<file path="src/rtl/stream_to_memory.sv">
// Streaming-sink to memory-mapped write DMA: one packet of 16-bit words is buffered
// through a small FIFO and written to consecutive halfword addresses.
//
// state | meaning
// IDLE  | waiting for go; sink and master quiet
// HUNT  | sink ready, discarding beats until start-of-packet
// RUN   | accepting packet beats into the FIFO while the master drains it
// DRAIN | sink closed; master empties the FIFO, then back to IDLE
module stream_to_memory #(
  parameter int FIFO_DEPTH = 4
) (
  input  logic        clock,
  input  logic        clock_sreset,
  input  logic [3:0]  s_address,
  output logic [31:0] s_readdata,
  input  logic [31:0] s_writedata,
  input  logic        s_read,
  input  logic        s_write,
  output logic        s_waitrequest,
  output logic [31:0] rm_address,
  output logic [15:0] rm_writedata,
  output logic [1:0]  rm_byteenable,
  output logic        rm_write,
  input  logic        rm_waitrequest,
  output logic        st_ready,
  input  logic        st_valid,
  input  logic        st_sop,
  input  logic        st_eop,
  input  logic [15:0] st_data
);

  localparam int AW = $clog2(FIFO_DEPTH);

  typedef enum logic [1:0] {IDLE, HUNT, RUN, DRAIN} state_t;

  state_t      state, state_nxt;
  logic [31:0] pointer;
  logic [23:0] word_count;
  logic [23:0] target;
  logic [23:0] accepted;
  logic [23:0] accepted_inc;
  logic [23:0] words_written;
  logic        short_pkt;
  logic        no_eop;
  logic        busy;
  logic        read_latency;
  logic [31:0] rd_mux;
  logic        go;
  logic        push;
  logic        pop;
  logic        last_beat;
  logic        short_beat;

  logic [15:0] fifo_mem [FIFO_DEPTH];
  logic [AW-1:0] wr_ptr, rd_ptr;
  logic [AW:0]   fifo_count, fifo_count_nxt;
  logic          fifo_full, fifo_empty;

  assign rm_byteenable = 2'b11;
  assign busy          = (state != IDLE);
  assign fifo_full     = (fifo_count == (AW+1)'(FIFO_DEPTH));
  assign fifo_empty    = (fifo_count == '0);
  assign rm_writedata  = fifo_mem[rd_ptr];

  assign go = s_write && (s_address == 4'h0) && s_writedata[0] &&
              (state == IDLE) && (word_count != 24'd0);

  assign push = st_valid && st_ready &&
                ((state == RUN) || ((state == HUNT) && st_sop));
  assign pop  = rm_write && !rm_waitrequest;

  assign accepted_inc = accepted + 24'd1;
  assign last_beat    = push && (accepted_inc == target);
  assign short_beat   = push && st_eop && (accepted_inc < target);

  always_comb begin
    fifo_count_nxt = fifo_count;
    if (push && !pop)
      fifo_count_nxt = fifo_count + 1'b1;
    else if (pop && !push)
      fifo_count_nxt = fifo_count - 1'b1;
  end

  always_ff @(posedge clock) begin
    if (clock_sreset)
      state <= IDLE;
    else
      state <= state_nxt;
  end

  always_comb begin
    state_nxt = state;
    case (state)
      IDLE:  if (go) state_nxt = HUNT;
      HUNT:  if (push) state_nxt = (last_beat || short_beat) ? DRAIN : RUN;
      RUN:   if (last_beat || short_beat) state_nxt = DRAIN;
      DRAIN: if (fifo_count_nxt == '0) state_nxt = IDLE;
      default: state_nxt = IDLE;
    endcase
  end

  always_comb begin
    st_ready = 1'b0;
    rm_write = 1'b0;
    case (state)
      HUNT:  st_ready = 1'b1;
      RUN: begin
        st_ready = !fifo_full && (accepted < target);
        rm_write = !fifo_empty;
      end
      DRAIN: rm_write = !fifo_empty;
      default: ;
    endcase
  end

  // Storage array carries no reset; emptiness is tracked by the pointers and count.
  always_ff @(posedge clock) begin
    if (push)
      fifo_mem[wr_ptr] <= st_data;
  end

  always_ff @(posedge clock) begin
    if (clock_sreset) begin
      wr_ptr     <= '0;
      rd_ptr     <= '0;
      fifo_count <= '0;
    end else begin
      if (push)
        wr_ptr <= wr_ptr + 1'b1;
      if (pop)
        rd_ptr <= rd_ptr + 1'b1;
      fifo_count <= fifo_count_nxt;
    end
  end

  always_ff @(posedge clock) begin
    if (clock_sreset) begin
      pointer       <= '0;
      word_count    <= '0;
      target        <= '0;
      accepted      <= '0;
      words_written <= '0;
      short_pkt     <= 1'b0;
      no_eop        <= 1'b0;
      rm_address    <= '0;
    end else begin
      if (s_write) begin
        case (s_address)
          4'h1: pointer    <= s_writedata;
          4'h2: word_count <= s_writedata[23:0];
          default: ;
        endcase
      end
      if (go) begin
        rm_address    <= pointer;
        target        <= word_count;
        accepted      <= '0;
        words_written <= '0;
        short_pkt     <= 1'b0;
        no_eop        <= 1'b0;
      end
      if (push) begin
        accepted <= accepted_inc;
        if (short_beat)
          short_pkt <= 1'b1;
        if (last_beat && !st_eop)
          no_eop <= 1'b1;
      end
      if (pop) begin
        rm_address    <= rm_address + 32'd2;
        words_written <= words_written + 24'd1;
      end
    end
  end

  always_comb begin
    rd_mux = '0;
    case (s_address)
      4'h0: rd_mux = {28'b0, no_eop, short_pkt, busy, 1'b0};
      4'h1: rd_mux = pointer;
      4'h2: rd_mux = {8'b0, word_count};
      4'h3: rd_mux = {8'b0, words_written};
      default: ;
    endcase
  end

  // One wait state per read: data captured on the first cycle, returned on the second.
  assign s_waitrequest = s_read && !read_latency;

  always_ff @(posedge clock) begin
    if (clock_sreset) begin
      read_latency <= 1'b0;
      s_readdata   <= '0;
    end else if (s_read && !read_latency) begin
      read_latency <= 1'b1;
      s_readdata   <= rd_mux;
    end else begin
      read_latency <= 1'b0;
    end
  end

endmodule
</file>
<file path="config.mk">
export PLATFORM = sky130hd
export DESIGN_NAME = stream_to_memory
export DESIGN_NICKNAME = d
export VERILOG_FILES = /design/src/rtl/stream_to_memory.sv
export SDC_FILE = /design/constraint.sdc
export NUM_CORES = 1
export LEC_CHECK = 0
export CORE_MARGIN = 1
export CORE_UTILIZATION = 40
export DETAILED_ROUTE_END_ITERATION = 7
export MAX_ROUTING_LAYER = met4
export PLACE_DENSITY = 0.66
export SLEW_MARGIN = 10
export SYNTH_ARGS = -nofsm -noshare
export SYNTH_HDL_FRONTEND = slang
export SYNTH_SLANG_ARGS = --single-unit
export TNS_END_PERCENT = 5
</file>
<file path="constraint.sdc">
create_clock -name clock -period 10.3 [get_ports clock]
set_input_delay 2.06 -clock clock [delete_from_list [all_inputs] [get_ports clock]]
set_output_delay 2.06 -clock clock [all_outputs]
set_load 0.03 [all_outputs]
</file>
After elaboration in Yosys (flattened, before gate mapping)
Memory sizes are Yosys's and may differ from the RTL's. A register that Yosys moved wholly into a read port is not among the register bits.
Cells that the tools add are included.
{ "word_totals": {"output_inout_bits": 85, "ram_bits": 64, "elab_cells": 100, "n_memories": 1, "in_bits": 60, "reg_bits": 204} }
{ "classes": {"muxes": 27, "eq_ne": 12, "reduce_logical": 37, "addsub": 7, "order_cmp": 2} }
{ "mem_list": {"columns": ["memory", "depth", "word_bits", "read_ports", "rd_clocked_by_memory_dff", "write_ports", "line", "rtl"], "rows": [
  ["fifo_mem", 4, 16, 1, 1, 1, "54", "logic [15:0] fifo_mem [FIFO_DEPTH];"]
]} }
{ "ops": {"columns": ["cell", "count"], "rows": [
  ["32-bit one-hot mux with 4 select lines", 1],
  ["24-bit 2-to-1 mux", 3],
  ["32-bit 2-to-1 mux", 2],
  ["24-bit by 1-bit adder with 24-bit output, second input constant", 2],
  ["24-bit less-than comparator", 2],
  ["32-bit by 2-bit adder with 32-bit output, second input constant", 1],
  ["24-bit == test", 1],
  ["24-bit nonzero test", 1],
  ["1-bit logical AND", 16],
  ["2-bit 2-to-1 mux", 6],
  ["1-bit 2-to-1 mux", 11],
  ["4-bit by 2-bit == test with 1-bit output, second input constant", 2],
  ["2-bit one-hot mux with 4 select lines", 1],
  ["1-bit zero test", 7],
  ["3-bit zero test", 2],
  ["3-bit 2-to-1 mux", 2],
  ["2-bit != test, second input constant", 3],
  ["2-bit nonzero test", 3],
  ["2-bit by 1-bit adder with 2-bit output, second input constant", 2],
  ["2-bit == test, second input constant", 2],
  ["4-bit by 1-bit == test with 1-bit output, second input constant", 1],
  ["4-bit zero test", 1],
  ["2-bit AND reduction", 2],
  ["4-bit AND reduction", 1],
  ["other kinds (9)", 10]
]} }

Logic depth before layout (Yosys ltp)
{ "logic_depth": {"word_depth": 13, "depth_mapped": 19, "ltp_nobuf": 18} }

Least setup slack after synthesis
OpenSTA, ideal clock, no wires.
{ "synth_path": {"path_type": "input to output", "from": "input port s_read", "to": "output port s_waitrequest", "arrival_time_ns": 2.476, "path_slack_ns": 5.764, "required_time_ns": 8.240, "cell_stages": 3, "n_path_buf": 1, "cell_sequence": "nand2b_1 -> clkbuf_1 -> inv_2"} }
{ "synth_via": {"elab_chain_len": 1} }
{ "synth_lines": {"columns": ["item", "line", "rtl"], "rows": [
  ["from (decl)", "17", "input logic s_read,"],
  ["1-bit logical AND", "188", "assign s_waitrequest = s_read && !read_latency;"],
  ["to (decl)", "19", "output logic s_waitrequest,"]
]} }
Every way passes these cells.

Final worst setup path
Ends and elaborated chain as after synthesis.

==> impl_metrics.tcl <==
set metrics [dict create \
    clk_path_buf_depth 3 \
    postRouteAntennaNets 0 \
    layout.nets 1661 \
    cts_made_buffers 29 \
    cp.required_ns 8.24 \
    htreeDepth 1 \
    cp-start-kind "primary input" \
    coreArea_um2 30900 \
    finClkSkew_ns 0.0147 \
    worstPathCellList "clkdlybuf4s50_1, nand2b_1, buf_4, inv_2, clkdlybuf4s50_1" \
    min_period_over_period_pct 56.4 \
    hold_path.class "reg -> reg" \
    tns_ns 0 \
    initial_core_util_pct 41.1 \
    gp_congestion 0.864 \
    status "complete, no violations" \
    synth.avg_cell_area_um2 8.88 \
    path_clk_slew_ns 0.06 \
    cts_tree "yes" \
    drt_iter0_markers 839 \
    wl_mm 34.6 \
    drv_slew 0 \
    synth-warning-count 0 \
    power.total_uw 2360 \
    cts_setup_buffers 0 \
    io_buffers 142 \
    routed_via_density 5.53 \
    ios 145 \
    fp.dieH_um 180 \
    worst_slack_ns 4.49 \
    die_area_um2 32500 \
    reg2reg_to "state[0]" \
    final_hold_viol_count 0 \
    cts.repair.resized 0 \
    critPathMaxFanout 34 \
    drive_above_1_share_pct 6.91 \
    antenna_found_initial 0 \
    r2r_setup_slack_ns 5.43 \
    drc_errors 0 \
    worstSetupPathType "in -> out" \
    grt_overflow 0 \
    r2r-start "accepted[0]" \
    worst_pin_slew_ns 1.19 \
    hp-start "s_readdata[26]" \
    antennaDiodeCount 0 \
    grt_max_degree 112 \
    wl_per_cell_um 17.7 \
    num-fill-cells 2910 \
    rr_worst_depth 18 \
    grt_pass1_vias 10400 \
    yosysSeqAreaShare_pct 47.6 \
    synth_ff_type "dfxtp_1" \
    cts_sinks 270 \
    area_growth_pct 22.0 \
    drt_pass1_iterations 5 \
    powerDensity_nw_per_um2 152 \
    async_flop_share_pct 0 \
    cap_violations 0 \
    holdPathStages 2 \
    dp_hpwl_mm 23.2 \
    grt_pass1_wl_mm 56.6 \
    max_stage_delay_ns 0.71 \
    ys_seq_elements 270 \
    period_needed_ns 5.81 \
    die_w_um 180 \
    crit_arrival_ns 3.75 \
    rows 64 \
    num_vias 10800 \
    synth-edff-count 64 \
    clock_latency_ns 0.55 \
    netlist_instances 1431 \
    whs_endpoint "s_readdata[26]" \
    leakagePower_uw 0.00550 \
    netlist-cell-type-count 61 \
    gr-usage-all-layers_pct 22.0 \
    slowest_stage "clkdlybuf4s50_1" \
    setup_viol 0 \
    cp-end-kind "output port" \
    slew_headroom_pct 20.7 \
    rsz0062_at_grt "false" \
    fmaxAchievable_mhz 172 \
    cts_root_buf "clkbuf_16" \
    cts_hold_buf 0 \
    cpMostUsedCell "clkdlybuf4s50_1" \
    synthesis.area_um2 12700 \
    place_ws_ns 4.50 \
    vdd_drop_max_mv 0.120 \
]
[final cells by class]
cell class	count	area [um2]	share of cell area [%]
flip-flops and latches	270	6050	39.0
clock buffers	35	813	5.25
repair buffers	154	1510	9.76
well taps	396	495	3.20
inverters	46	173	1.11
multi-input cells	1038	6220	40.1
clock inverters	19	246	1.59
[synthesized netlist by cell type, types with 5 or more instances]
cell	n	share of area, %
nand2_1	242	7.1
a21oi_1	211	8.3
dfxtp_1	206	32
nor2_1	130	3.8
nand3_1	74	2.9
clkbuf_1	65	1.9
edfxtp_1	64	15
ha_1	62	6.1
inv_1	45	1.3
a22oi_1	29	1.7
mux2i_1	26	2.0
o21ai_0	25	0.98
and3_1	21	1.0
nand4_1	20	0.98
nor3_1	18	0.71
xnor2_1	17	1.2
mux4_2	16	2.8
xor2_1	15	1.0
o211ai_1	14	0.83
a211oi_1	9	0.53
nor4_1	9	0.44
and2_1	8	0.39
nand2b_1	8	0.39
or3_1	8	0.39
and4_1	7	0.48
nand3b_1	7	0.41
or2_2	7	0.34
a31oi_1	5	0.25
buf_1	5	0.15
buf_2	5	0.20
nor2b_1	5	0.25
[worst max path at each step]
stage,to,depth (start not counted),slack [ns],from
6_report,s_waitrequest,5,4.49,s_read
5_1_grt,s_waitrequest,5,4.40,s_read
4_1_cts,s_waitrequest,5,4.49,s_read
3_5_place_dp,s_waitrequest,5,4.50,s_read
3_3_place_gp,s_waitrequest,5,4.50,s_read
2_1_floorplan,s_waitrequest,3,5.76,s_read
[registers in the layout, summed over array words and instances (netlist names), 3 cells and up, named ones only]
register,cells
fifo_mem,64
pointer,32
rm_address,32
s_readdata,32
accepted,24
target,24
word_count,24
words_written,24
fifo_count,3
[placed cells by master, fill, tap and decap left out, drive strengths merged, types with 9 or more instances in the layout]
cell             n
and2             9
o211ai          14
a211oi          11
dfxtp          206
nand2          242
mux2i           26
and3            22
mux4            16
o21ai           27
nor4             9
inv             50
edfxtp          64
xor2            15
xnor2           17
a22oi           29
nand3           74
a21oi          212
nor2           130
buf             13
nor3            20
clkdlybuf4s50  141
nand4           20
ha              62
clkbuf          35
[where the power goes]
| group | internal (uW) | switching, uW |
|---|---|---|
| logic | 47.8 | 73.2 |
| clock network | 692 | 449 |
| registers | 1090 | 7.48 |
| total | 1830 | 530 |
[worst max-delay path, delay by kind of cell]
family | cells | cell delay (ns)
buf+inv | 4 | 1.63
simple gates | 1 | 0.06
[layer usage]
metal  vias up  part of all wire (%)  global-route usage (%)
met3        48                   6.2                    3.19
met4         0                   1.8                    5.03
li1       5283                     -                       -
met2       347                    47                    35.1
met1      5146                    45                    29.3
met5         -                     0                       -
[metrics by stage]
step                      utilization [%]  hold WS [ns]  instances  instance area, um2
final                                50.2         0.452       1958               15500
after global routing                 50.2         0.472       1958               15500
after CTS                            50.2         0.455       1958               15500
after detailed placement             46.7         0.447       1904               14400
after global placement               46.7         0.440       1904               14400
after floorplan                         -         0.446       1432               12700
[cells by family (layout without fill, tap and decap cells)]
family	Yosys count	in the layout	synth area share [%]
adders and majority gates	62	62	6.10
muxes	45	45	5.15
other	1	2	0.0295
xor gates and xnor gates	32	32	2.20
buffers and inverters	124	254	3.80
and+or+nand+nor	571	571	20.2
AOI/OAI and AO/OA	326	326	14.9
DFF	270	270	47.6
Power figures use the tool's default switching activity.
